## src/rtl/order_msg_dispatcher.sv

```systemverilog
// order_msg_dispatcher: assembles byte-serial order messages, validates them and dispatches to the add / cancel engines
module order_msg_dispatcher #(
  parameter int TIMEOUT = 1000
) (
  input  logic        clk,
  input  logic        rst,
  input  logic [7:0]  in_byte,
  input  logic        in_valid,
  output logic        in_ready,
  output logic        add_start,
  output logic        add_side,
  output logic [47:0] add_order,
  input  logic        add_done,
  input  logic [15:0] add_success,
  output logic        cxl_start,
  output logic [15:0] cxl_id,
  input  logic        cxl_done,
  input  logic [15:0] cxl_success,
  output logic        resp_valid,
  output logic [7:0]  resp_code,
  output logic [15:0] resp_id
);
  localparam int TW = ($clog2(TIMEOUT + 1) > 11) ? $clog2(TIMEOUT + 1) : 11;
  typedef enum logic [2:0] {IDLE, RECV, CHECK, ISSUE_ADD, ISSUE_CXL, RELEASE, RESP} state_t;
  state_t state, state_nx;
  logic [2:0] cnt;
  logic [TW-1:0] idle;
  logic is_add;
  logic [7:0] side;
  logic [15:0] id, px, qty;
  logic acc, op_ok, last, bad, tmo;
  assign in_ready = (state == IDLE) || (state == RECV);
  assign add_start = state == ISSUE_ADD;
  assign cxl_start = state == ISSUE_CXL;
  assign resp_valid = state == RESP;
  assign acc = in_valid & in_ready;
  assign op_ok = (in_byte == 8'h41) || (in_byte == 8'h58);
  assign last = is_add ? (cnt == 3'd7) : (cnt == 3'd2);
  assign bad = (id == 16'hFFFF) || (is_add && ((side > 8'd1) || (qty == 16'd0)));
  assign tmo = (state == RECV) && !acc && (idle == TW'(TIMEOUT - 1));
  // State register; async reset drops any held start immediately
  always_ff @(posedge clk or negedge rst)
    if (!rst) state <= IDLE;
    else state <= state_nx;
  // Next-state logic
  always_comb begin
    state_nx = state;
    case (state)
      IDLE:      state_nx = acc ? (op_ok ? RECV : RESP) : IDLE;
      RECV:      state_nx = (acc && last) ? CHECK : (tmo ? RESP : RECV);
      CHECK:     state_nx = bad ? RESP : (is_add ? ISSUE_ADD : ISSUE_CXL);
      ISSUE_ADD: state_nx = add_done ? RELEASE : ISSUE_ADD;
      ISSUE_CXL: state_nx = cxl_done ? RELEASE : ISSUE_CXL;
      RELEASE:   state_nx = (is_add ? add_done : cxl_done) ? RELEASE : RESP;
      RESP:      state_nx = IDLE;
      default:   state_nx = IDLE;
    endcase
  end
  // Message capture: byte index, idle counter and big-endian field assembly
  always_ff @(posedge clk or negedge rst)
    if (!rst) begin
      cnt <= '0;
      idle <= '0;
      is_add <= 1'b0;
      side <= '0;
      id <= '0;
      px <= '0;
      qty <= '0;
    end else if (state == IDLE && acc) begin
      is_add <= in_byte == 8'h41;
      cnt <= 3'd1;
      idle <= '0;
      side <= '0;
      id <= '0;
      px <= '0;
      qty <= '0;
    end else if (state == RECV && acc) begin
      cnt <= cnt + 3'd1;
      idle <= '0;
      if (is_add)
        case (cnt)
          3'd1: side <= in_byte;
          3'd2: id[15:8] <= in_byte;
          3'd3: id[7:0] <= in_byte;
          3'd4: px[15:8] <= in_byte;
          3'd5: px[7:0] <= in_byte;
          3'd6: qty[15:8] <= in_byte;
          3'd7: qty[7:0] <= in_byte;
          default: ;
        endcase
      else if (cnt == 3'd1) id[15:8] <= in_byte;
      else id[7:0] <= in_byte;
    end else if (state == RECV) idle <= idle + TW'(1);
  // Engine-facing fields and response code/id
  always_ff @(posedge clk or negedge rst)
    if (!rst) begin
      add_side <= 1'b0;
      add_order <= '0;
      cxl_id <= '0;
      resp_code <= '0;
      resp_id <= '0;
    end else
      case (state)
        IDLE: if (acc && !op_ok) begin
          resp_code <= 8'h03;
          resp_id <= '0;
        end
        RECV: if (tmo) begin
          resp_code <= 8'h05;
          resp_id <= id;
        end
        CHECK: begin
          add_side <= side[0];
          add_order <= {id, px, qty};
          cxl_id <= id;
          resp_code <= 8'h04;
          resp_id <= id;
        end
        ISSUE_ADD: if (add_done) resp_code <= (add_success == 16'd1) ? 8'h00 : 8'h02;
        ISSUE_CXL: if (cxl_done) resp_code <= (cxl_success == 16'd1) ? 8'h00 : 8'h01;
        default: ;
      endcase
endmodule

```

## config.mk

```make
export PLATFORM = sky130hd
export DESIGN_NAME = order_msg_dispatcher
export DESIGN_NICKNAME = d
export VERILOG_FILES = /design/src/rtl/order_msg_dispatcher.sv
export SDC_FILE = /design/constraint.sdc
export NUM_CORES = 1
export LEC_CHECK = 0
export BUFFER_PORTS_ARGS = -buffer_cell sky130_fd_sc_hd__buf_2
export CORE_MARGIN = 2
export CORE_UTILIZATION = 27
export CTS_BUF_LIST = sky130_fd_sc_hd__clkbuf_16
export CTS_CLUSTER_DIAMETER = 100
export DETAILED_ROUTE_END_ITERATION = 12
export PLACE_DENSITY_LB_ADDON = 0.12
export SLEW_MARGIN = 10
export SYNTH_ARGS = -nofsm -noshare
export SYNTH_HDL_FRONTEND = slang
export SYNTH_SLANG_ARGS = --single-unit
```

## constraint.sdc

```tcl
create_clock -name clk -period 4.15 [get_ports clk]
set_input_delay 0.2075 -clock clk [delete_from_list [all_inputs] [get_ports clk]]
set_output_delay 0.2075 -clock clk [all_outputs]
set_load 0.05 [all_outputs]
```

# Yosys cells after proc, flatten, opt, wreduce, memory -nomap -nowiden
# Cells that the tools add are included.
# Widths: inputs -> output; s select.
dict set report classes {
  n_eq_ne 26
  reduce_logical 35
  n_bitwise 1
  muxes 47
  n_lt_le_gt_ge 1
  add_sub_neg 2
}
# operator n
set ops {}
lappend ops {{$mux 16} 11}
lappend ops {{$mux 8} 15}
lappend ops {{$pmux 16 s3} 1}
lappend ops {{$pmux 8 s5} 1}
lappend ops {{$mux 11} 3}
lappend ops {{$eq 16x1->1 const B} 2}
lappend ops {{$mux 3} 9}
lappend ops {{$reduce_and 3->1} 8}
lappend ops {{$eq 3x3->1 const B} 7}
lappend ops {{$pmux 3 s6} 1}
lappend ops {{$eq 16x16->1 const B} 1}
lappend ops {{$eq 8x7->1 const B} 2}
lappend ops {{$logic_not 16->1} 1}
lappend ops {{$reduce_bool 2->1} 7}
lappend ops {{$eq 3x2->1 const B} 4}
lappend ops {{$add 11x1->11 const B} 1}
lappend ops {{$eq 11x10->1 const B} 1}
lappend ops {{$reduce_bool 3->1} 3}
lappend ops {{$gt 8x1->1 const B} 1}
lappend ops {{$logic_and 1x1->1} 7}
lappend ops {{$eq 3x1->1 const B} 2}
lappend ops {{$ne 2x1->1 const B} 3}
lappend ops {{$ne 3x1->1 const B} 2}
lappend ops {{$reduce_and 5->1} 1}
lappend ops {{other kinds (10)} 18}
dict set report word_totals {
  output_inout_bits 93
  reg_bits 163
  input_bits 45
  elab_cells 128
}

# Logic depth before layout (Yosys ltp)
# Gate-level depths: netlist (run 1).
dict set report depth {
  word_depth 9
  ltp_mapped 9
  depth_no_buf 7
}

# Least setup slack after synthesis (run 1)
# Ideal clock, no wire load.
dict set report synth_path {
  kind {register to register}
  start {register idle[0]}
  end {register resp_id[0]}
  t_required_ps 4029
  setup_ps 121
  path_buffers 1
  period_less_slack_ps 2221
  stages_incl_launch_ff 8
  arrival_time_ps 2100
  setup_slack_ps 1929
  path_cell_list {dfrtp_1 ha_1 nand4b_1 or4_4 or3_4 a31o_4 buf_6 a22o_1}
}
dict set report synth_between {
  elab_chain_len 4
}
# item line_no
set synth_rtl {}
lappend synth_rtl {{from (decl)} 27} ;# logic [TW-1:0] idle;
lappend synth_rtl {{from (signal assigned)} 93} ;# end else if (state == RECV) idle <= idle + TW'(1);
lappend synth_rtl {{$eq 11x10->1} 40} ;# assign tmo = (state == RECV) && !acc && (idle == TW'(TIMEOUT - 1));
lappend synth_rtl {{$logic_and 1x1->1} 40}
lappend synth_rtl {{$ne 2x2->1 (no line)} --}
lappend synth_rtl {{$reduce_and 3->1 (no line)} --}
lappend synth_rtl {{to (signal assigned)} 110} ;# resp_id <= id;
lappend synth_rtl {{to (signal assigned)} 117} ;# resp_id <= id;
lappend synth_rtl {{to (decl)} 21} ;# output logic [15:0] resp_id
# Every way passes these cells.
# A chain may end at the register's enable or synchronous reset.

# Final worst setup path (run 1)
dict set report layout_path {
  start {register state[2]}
  end {register qty[11]}
}
dict set report layout_between {
  elab_chain_len 6
  word_cells_on_any_way 11
  classes_between {1 x eq/ne; 1 x mux; 1 x bitwise; 8 x reduce/logical}
}
# item line_no
set layout_rtl {}
lappend layout_rtl {{from (decl)} 25} ;# state_t state, state_nx;
lappend layout_rtl {{from (signal assigned)} 44} ;# else state <= state_nx;
lappend layout_rtl {{$eq 3x1->1 or $logic_not 3->1 (tied branches)} {32, 77, 69}}
lappend layout_rtl {{$logic_or 1x1->1} 32} ;# assign in_ready = (state == IDLE) || (state == RECV);
lappend layout_rtl {{$and 1x1->1} 36} ;# assign acc = in_valid & in_ready;
lappend layout_rtl {{$logic_and 1x1->1, on equally long branches} {69, 77}}
lappend layout_rtl {{$reduce_bool 2->1 (no line)} --}
lappend layout_rtl {{$reduce_and 3->1 (no line)} --}
lappend layout_rtl {{to (signal assigned)} 87} ;# 3'd6: qty[15:8] <= in_byte;
lappend layout_rtl {{to (decl)} 30} ;# logic [15:0] id, px, qty;
# Several ways; a longest one is shown, not always the timed one.

==> results of run 1 <==
[layout make-up]
type	instances	area, µm²	area share, %
clock buffers	17	425	5.67
well taps	285	357	4.75
flip-flops and latches	142	3550	47.3
repair buffers	136	699	9.32
clock inverters	14	151	2.02
multi-input cells	358	2270	30.2
inverters	14	52.6	0.700
[placed cells by master, fill, tap and decap left out, drive strengths merged, types with 2 or more instances in the layout]
| cell type | count |
|---|---|
| nor4 | 11 |
| nor4b | 3 |
| mux2i | 2 |
| mux2 | 43 |
| nand3b | 3 |
| or4 | 3 |
| nand2 | 79 |
| nand4 | 8 |
| a22o | 18 |
| o21bai | 3 |
| buf | 135 |
| nor3 | 2 |
| conb | 5 |
| nand2b | 4 |
| nor2b | 4 |
| a41oi | 2 |
| o31ai | 3 |
| o21ai | 87 |
| a21oi | 8 |
| dfrtp | 142 |
| and2 | 2 |
| a21o | 5 |
| nand4b | 2 |
| bufinv | 3 |
| inv | 16 |
| nor2 | 15 |
| a22oi | 2 |
| ha | 7 |
| clkinv | 7 |
| nand3 | 20 |
| clkbuf | 17 |
| clkinvlp | 2 |
[per-layer routing]
metal  vias up  track usage, %  wire, µm
li1       2183               -         -
met1      2242            18.5      7610
met2        94            22.3      7470
met3        12            3.22       578
met4         0            3.84       152
met5         -               0         0
[power by group]
group	total (µW)	internal [µW]	switching (µW)
Combinational	3190	837	2350
Sequential	2470	1990	477
Clock	1510	931	581
[flip-flops by register name, summed over array words and instances, names as in the netlist]
name       count
idle          11
qty           16
state          3
px            16
add_side       1
resp_id       16
side           8
is_add         1
resp_code      3
add_order     48
id            16
cnt            3
[cell families (layout without fill, tap and decap cells)]
logic type	after synthesis	in the layout	synth area share, %
compound gates	138	138	14.0
fa+ha+maj	7	7	1.43
buf+inv	63	181	5.33
flops	142	142	58.0
mux	45	45	8.23
other cells	1	5	0.0612
simple gates	163	163	13.0
[per-stage QoR]
stage | instance area, µm² | utilization [%]
after global placement | 6920 | 30.8
after CTS | 7500 | 33.5
after detailed placement | 6920 | 30.8
after floorplan | 6140 | -
after global routing | 7500 | 33.5
final | 7500 | 33.5
[worst register-to-register path, stage by stage (launching register included)]
cell and delay [ns]:
dfrtp_1 0.51, nor2_1 0.59, nand2_1 0.42, or2_2 0.55
nand2_1 0.37, o21ai_0 0.17
[worst max-delay path by stage]
| stage | cells past startpoint | end |
|---|---|---|
| after floorplan | 7 | resp_id[0] |
| after global placement | 5 | id[3] |
| after detailed placement | 5 | px[3] |
| after CTS | 5 | qty[11] |
| after global routing | 5 | qty[6] |
| final | 5 | qty[11] |
==> flow_metrics.env, run 1 <==
export IMPL_totalWireLength_um=15800
export IMPL_slew_viol_final=0
export IMPL_cts_sinks=142
export IMPL_path_cells="nor2_1 -> nand2_1 -> or2_2 -> nand2_1 -> o21ai_0"
export IMPL_fin_ws_ns=1.41
export IMPL_syn_avg_cell_area_um2=11.0
export IMPL_fmax_mhz=365
export IMPL_layout_min_cycle_time_ns=2.74
export IMPL_rsz0062_at_grt="false"
export IMPL_ys_ff_latch=142
export IMPL_drt_iter0_drc=213
export IMPL_overflow=0
export IMPL_peakVddDrop_v=0.000403
export IMPL_fill_cells=2335
export IMPL_cts_buffers_inserted=17
export IMPL_ant_nets=0
export IMPL_endpoint_kind="register"
export IMPL_ys_top_cells_by_area="dfrtp_1 (58%), mux2_2 (7.9%), o21ai_0 (7.0%)"
export IMPL_place_ws_ns=1.35
export IMPL_timing_rr_start="state[2]"
export IMPL_worstMarginPinSlew_ns=1.07
export IMPL_slowest_delay_ns=0.59
export IMPL_cts_clk_slew_worst_paths_ns=0.06
export IMPL_area_growth_pct=22.5
export IMPL_grt_total_usage_pct=13.8
export IMPL_fin_cells=966
export IMPL_synthArstFlopShare_pct=100
export IMPL_clk_root_buffer_cell="clkbuf_16"
export IMPL_seq_area_frac_synth_pct=58.0
export IMPL_drc=0
export IMPL_synth_most_common_cell="dfrtp_1"
export IMPL_layout_nets=721
export IMPL_drt_first_pass_iters=4
export IMPL_total_power_uw=7170
export IMPL_finalSetupViolations=0
export IMPL_rr_endpoint="qty[11]"
export IMPL_cts_setup_buffers=0
export IMPL_clk_path_buf_depth=2
export IMPL_whs_path_depth=3
export IMPL_netlist_top_cells_count="dfrtp_1 (142), o21ai_0 (86), nand2_1 (79)"
export IMPL_initial_core_util_pct=27.3
export IMPL_final_setup_tns_ns=0
export IMPL_min_from="in_byte[7]"
export IMPL_synth_largest_area_cell="dfrtp_1"
export IMPL_crit_type="reg2reg"
export IMPL_antenna_found_initial=0
export IMPL_timing_final_crit_share_pct=66.1
export IMPL_crit_top_cell="nand2_1"
export IMPL_crit_family="simple AND/OR/NAND/NOR gates"
export IMPL_hold_buffers=1
export IMPL_clk_latency_ns=0.41
export IMPL_rows=55
export IMPL_fp_dieArea_mm2=0.0239
export IMPL_postSynthCellCount=559
export IMPL_netlist_area_mm2=0.00613
export IMPL_core_area_mm2=0.0224
export IMPL_drive_above_1_share_pct=31.9
export IMPL_yosysWarnings=0
export IMPL_cts_resized=0
export IMPL_status="completed"
export IMPL_final_hold_violation_count=0
export IMPL_dp_cells=934
export IMPL_grt_pass1_wl_um=25300
export IMPL_routedWlPerCell_um=16.4
export IMPL_synth_flop_cell="dfrtp_1"
export IMPL_dr_total_vias=4531
export IMPL_r2r_slack_ns=1.41
export IMPL_port_buffers=132
export IMPL_path_buf_inv=0
export IMPL_grt_pass1_vias=4499
export IMPL_cts_htree_levels=4
export IMPL_die_x_um=155
export IMPL_ioPinCount=138
export IMPL_synth_edf_count=0
export IMPL_hold_end="qty[7]"
export IMPL_hold_path_class="in2reg"
export IMPL_max_cap_violations=0
export IMPL_cp_start_kind="register"
export IMPL_grt_max_degree=81
export IMPL_viasPerCell=4.69
export IMPL_worstPathRequired_ns=4.43
export IMPL_power_density_mw_per_mm2=955
export IMPL_cp_arrival_ns=3.02
export IMPL_worstPathMaxFanout=19
export IMPL_synth_top_cell_area_share_pct=58.0
export IMPL_slowest_stage="nor2_1"
export IMPL_maxSlewHeadroom_pct=28.1
export IMPL_die_y_um=155
export IMPL_whs_ns=0.0786
export IMPL_cts_tree="done"
export IMPL_place_congestion=0.805
export IMPL_dpl_hpwl_um=11100
export IMPL_diodes=0
export IMPL_cp_startpoint="state[2]"
export IMPL_synth_cell_types=51
export IMPL_worstRegToRegCells=5
export IMPL_p_leak_uw=0.00361
export IMPL_fin_skew_ns=0.00815
No activity file was read; power rests on OpenSTA's default activity.
==> run 2: changes to the inputs <==
clock period = 2.8 ns   (was 4.15 ns; I/O delays follow)
==> run 2 against run 1 <==
Compared with the run above: cell area is 1.6% higher; sequential power is 47% higher; clock-buffer cell count stayed put; power is 49% higher; worst setup slack worse by 0.92 ns; cell count is 1.3% higher; global-route usage is 0.20 points lower; clock power is 46% higher; clock skew is 0.0032 ns higher; flip-flop and latch count stayed put.
==> flow_metrics.env, run 2 (synthesis gave the netlist of run 1 again) <==
export IMPL_initial_core_util_pct=27.3
export IMPL_fmax_mhz=432
export IMPL_die_x_um=155
export IMPL_cp_start_kind="register"
export IMPL_largest_reg_flops=48
export IMPL_worstPathMaxFanout=17
export IMPL_routedWlPerCell_um=16.1
export IMPL_die_y_um=155
export IMPL_layout_min_cycle_time_ns=2.32
export IMPL_fin_ws_ns=0.484
export IMPL_fin_cells=979
export IMPL_diodes=0
export IMPL_fin_skew_ns=0.0114
export IMPL_grt_pass1_vias=4454
export IMPL_place_congestion=0.765
export IMPL_cts_htree_levels=4
export IMPL_port_buffers=132
export IMPL_worstMarginPinSlew_ns=0.697
export IMPL_dp_cells=941
export IMPL_fp_dieArea_mm2=0.0239
export IMPL_rsz0062_at_grt="false"
export IMPL_worstPathRequired_ns=3.16
export IMPL_dpl_hpwl_um=11100
export IMPL_drive_above_1_share_pct=33.1
export IMPL_rows=55
export IMPL_place_ws_ns=0.484
export IMPL_cts_resized=0
export IMPL_antenna_found_initial=0
export IMPL_power_density_mw_per_mm2=1400
export IMPL_cts_tree="done"
export IMPL_cts_sinks=142
export IMPL_final_common_cell="dfrtp_1"
export IMPL_drc=0
export IMPL_viasPerCell=4.64
export IMPL_grt_max_degree=69
export IMPL_ioPinCount=138
export IMPL_layout_nets=733
export IMPL_max_cap_violations=0
export IMPL_timing_final_crit_share_pct=82.7
export IMPL_area_growth_pct=24.4
export IMPL_crit_type="reg2reg"
export IMPL_top_register="add_order"
export IMPL_hold_path_class="in2reg"
export IMPL_cp_arrival_ns=2.68
export IMPL_overflow=0
export IMPL_clk_latency_ns=0.42
export IMPL_final_hold_violation_count=0
export IMPL_totalWireLength_um=15700
export IMPL_peakVddDrop_v=0.000456
export IMPL_drt_first_pass_iters=4
export IMPL_p_leak_uw=0.00366
export IMPL_endpoint_kind="register"
export IMPL_hold_buffers=6
export IMPL_maxSlewHeadroom_pct=53.1
export IMPL_final_cell_mix="dfrtp_1 (142), buf_2 (131), o21ai_0 (86)"
export IMPL_clk_root_buffer_cell="clkbuf_16"
export IMPL_final_setup_tns_ns=0
export IMPL_clk_path_buf_depth=2
export IMPL_whs_ns=0.0243
export IMPL_cts_setup_buffers=0
export IMPL_grt_pass1_wl_um=25200
export IMPL_status="completed"
export IMPL_grt_total_usage_pct=13.6
export IMPL_cts_clk_slew_worst_paths_ns=0.06
export IMPL_cts_buffers_inserted=17
export IMPL_core_area_mm2=0.0224
export IMPL_utilization_pct=34.0
export IMPL_dr_total_vias=4544
export IMPL_drt_iter0_drc=238
export IMPL_finalSetupViolations=0
export IMPL_ant_nets=0
export IMPL_slew_viol_final=0
-- run 2: cell types whose count changed in the layout (fill, tap and decap cells not counted), sizes merged --
cell / previous run / this run
clkinv: 7 / 3
bufinv: 3 / 1
buf: 135 / 142
inv: 16 / 20
clkinvlp: 2 / 5
dlygate4sd3: 1 / 6
-- run 2: where the power goes --
part           total (µW)  leakage [µW]  switching [µW]  internal, µW
registers            3640       0.00182             688          2950
logic                4810       0.00157            3520          1300
clock network        2210      0.000270             958          1250
-- run 2: area by class of cell --
type	count	area [µm²]
clock inverter	15	155
inverter	14	52.6
multi-input combinational	358	2270
tap	285	357
sequential	142	3550
clock buffer	17	425
timing repair buffer	148	815
fill	2256	14800
-- run 2: stage by stage --
step | instance area [µm²] | power (µW)
floorplan | 6140 | 7370
global placement | 6980 | 8480
detailed placement | 6980 | 8550
CTS | 7620 | 10800
global route | 7620 | 11300
finish | 7620 | 10700
-- run 2: critical path, stage by stage, from the launching register on --
cell and delay, ns:
dfrtp_1 0.39, ha_1 0.21, nand4b_1 0.12, or4_4 0.56, or3_4 0.37, o21ai_4 0.39, a22o_2 0.23
-- run 2: worst paths after layout --
path | startpoint | endpoint | slack, ns | cells after the start
worst max register to register | idle[0] | resp_id[9] | 0.48 | 6
worst max-delay path | idle[0] | resp_id[9] | 0.48 | 6
min in group asynchronous | rst | add_order[40] | 0.26 | 2
worst min register to register | px[14] | px[14] | 0.48 | 2
max in group asynchronous | rst | add_order[14] | 1.76 | 3
worst min-delay path | in_byte[0] | qty[0] | 0.02 | 3
-- run 2: routing by layer --
| metal | GRT usage [%] | up-vias | routed length, µm |
|---|---|---|---|
| li1 | - | 2206 | - |
| met1 | 18.2 | 2239 | 7550 |
| met2 | 22.2 | 90 | 7480 |
| met3 | 3.67 | 9 | 586 |
| met4 | 2.78 | 0 | 116 |
| met5 | 0 | - | 0 |
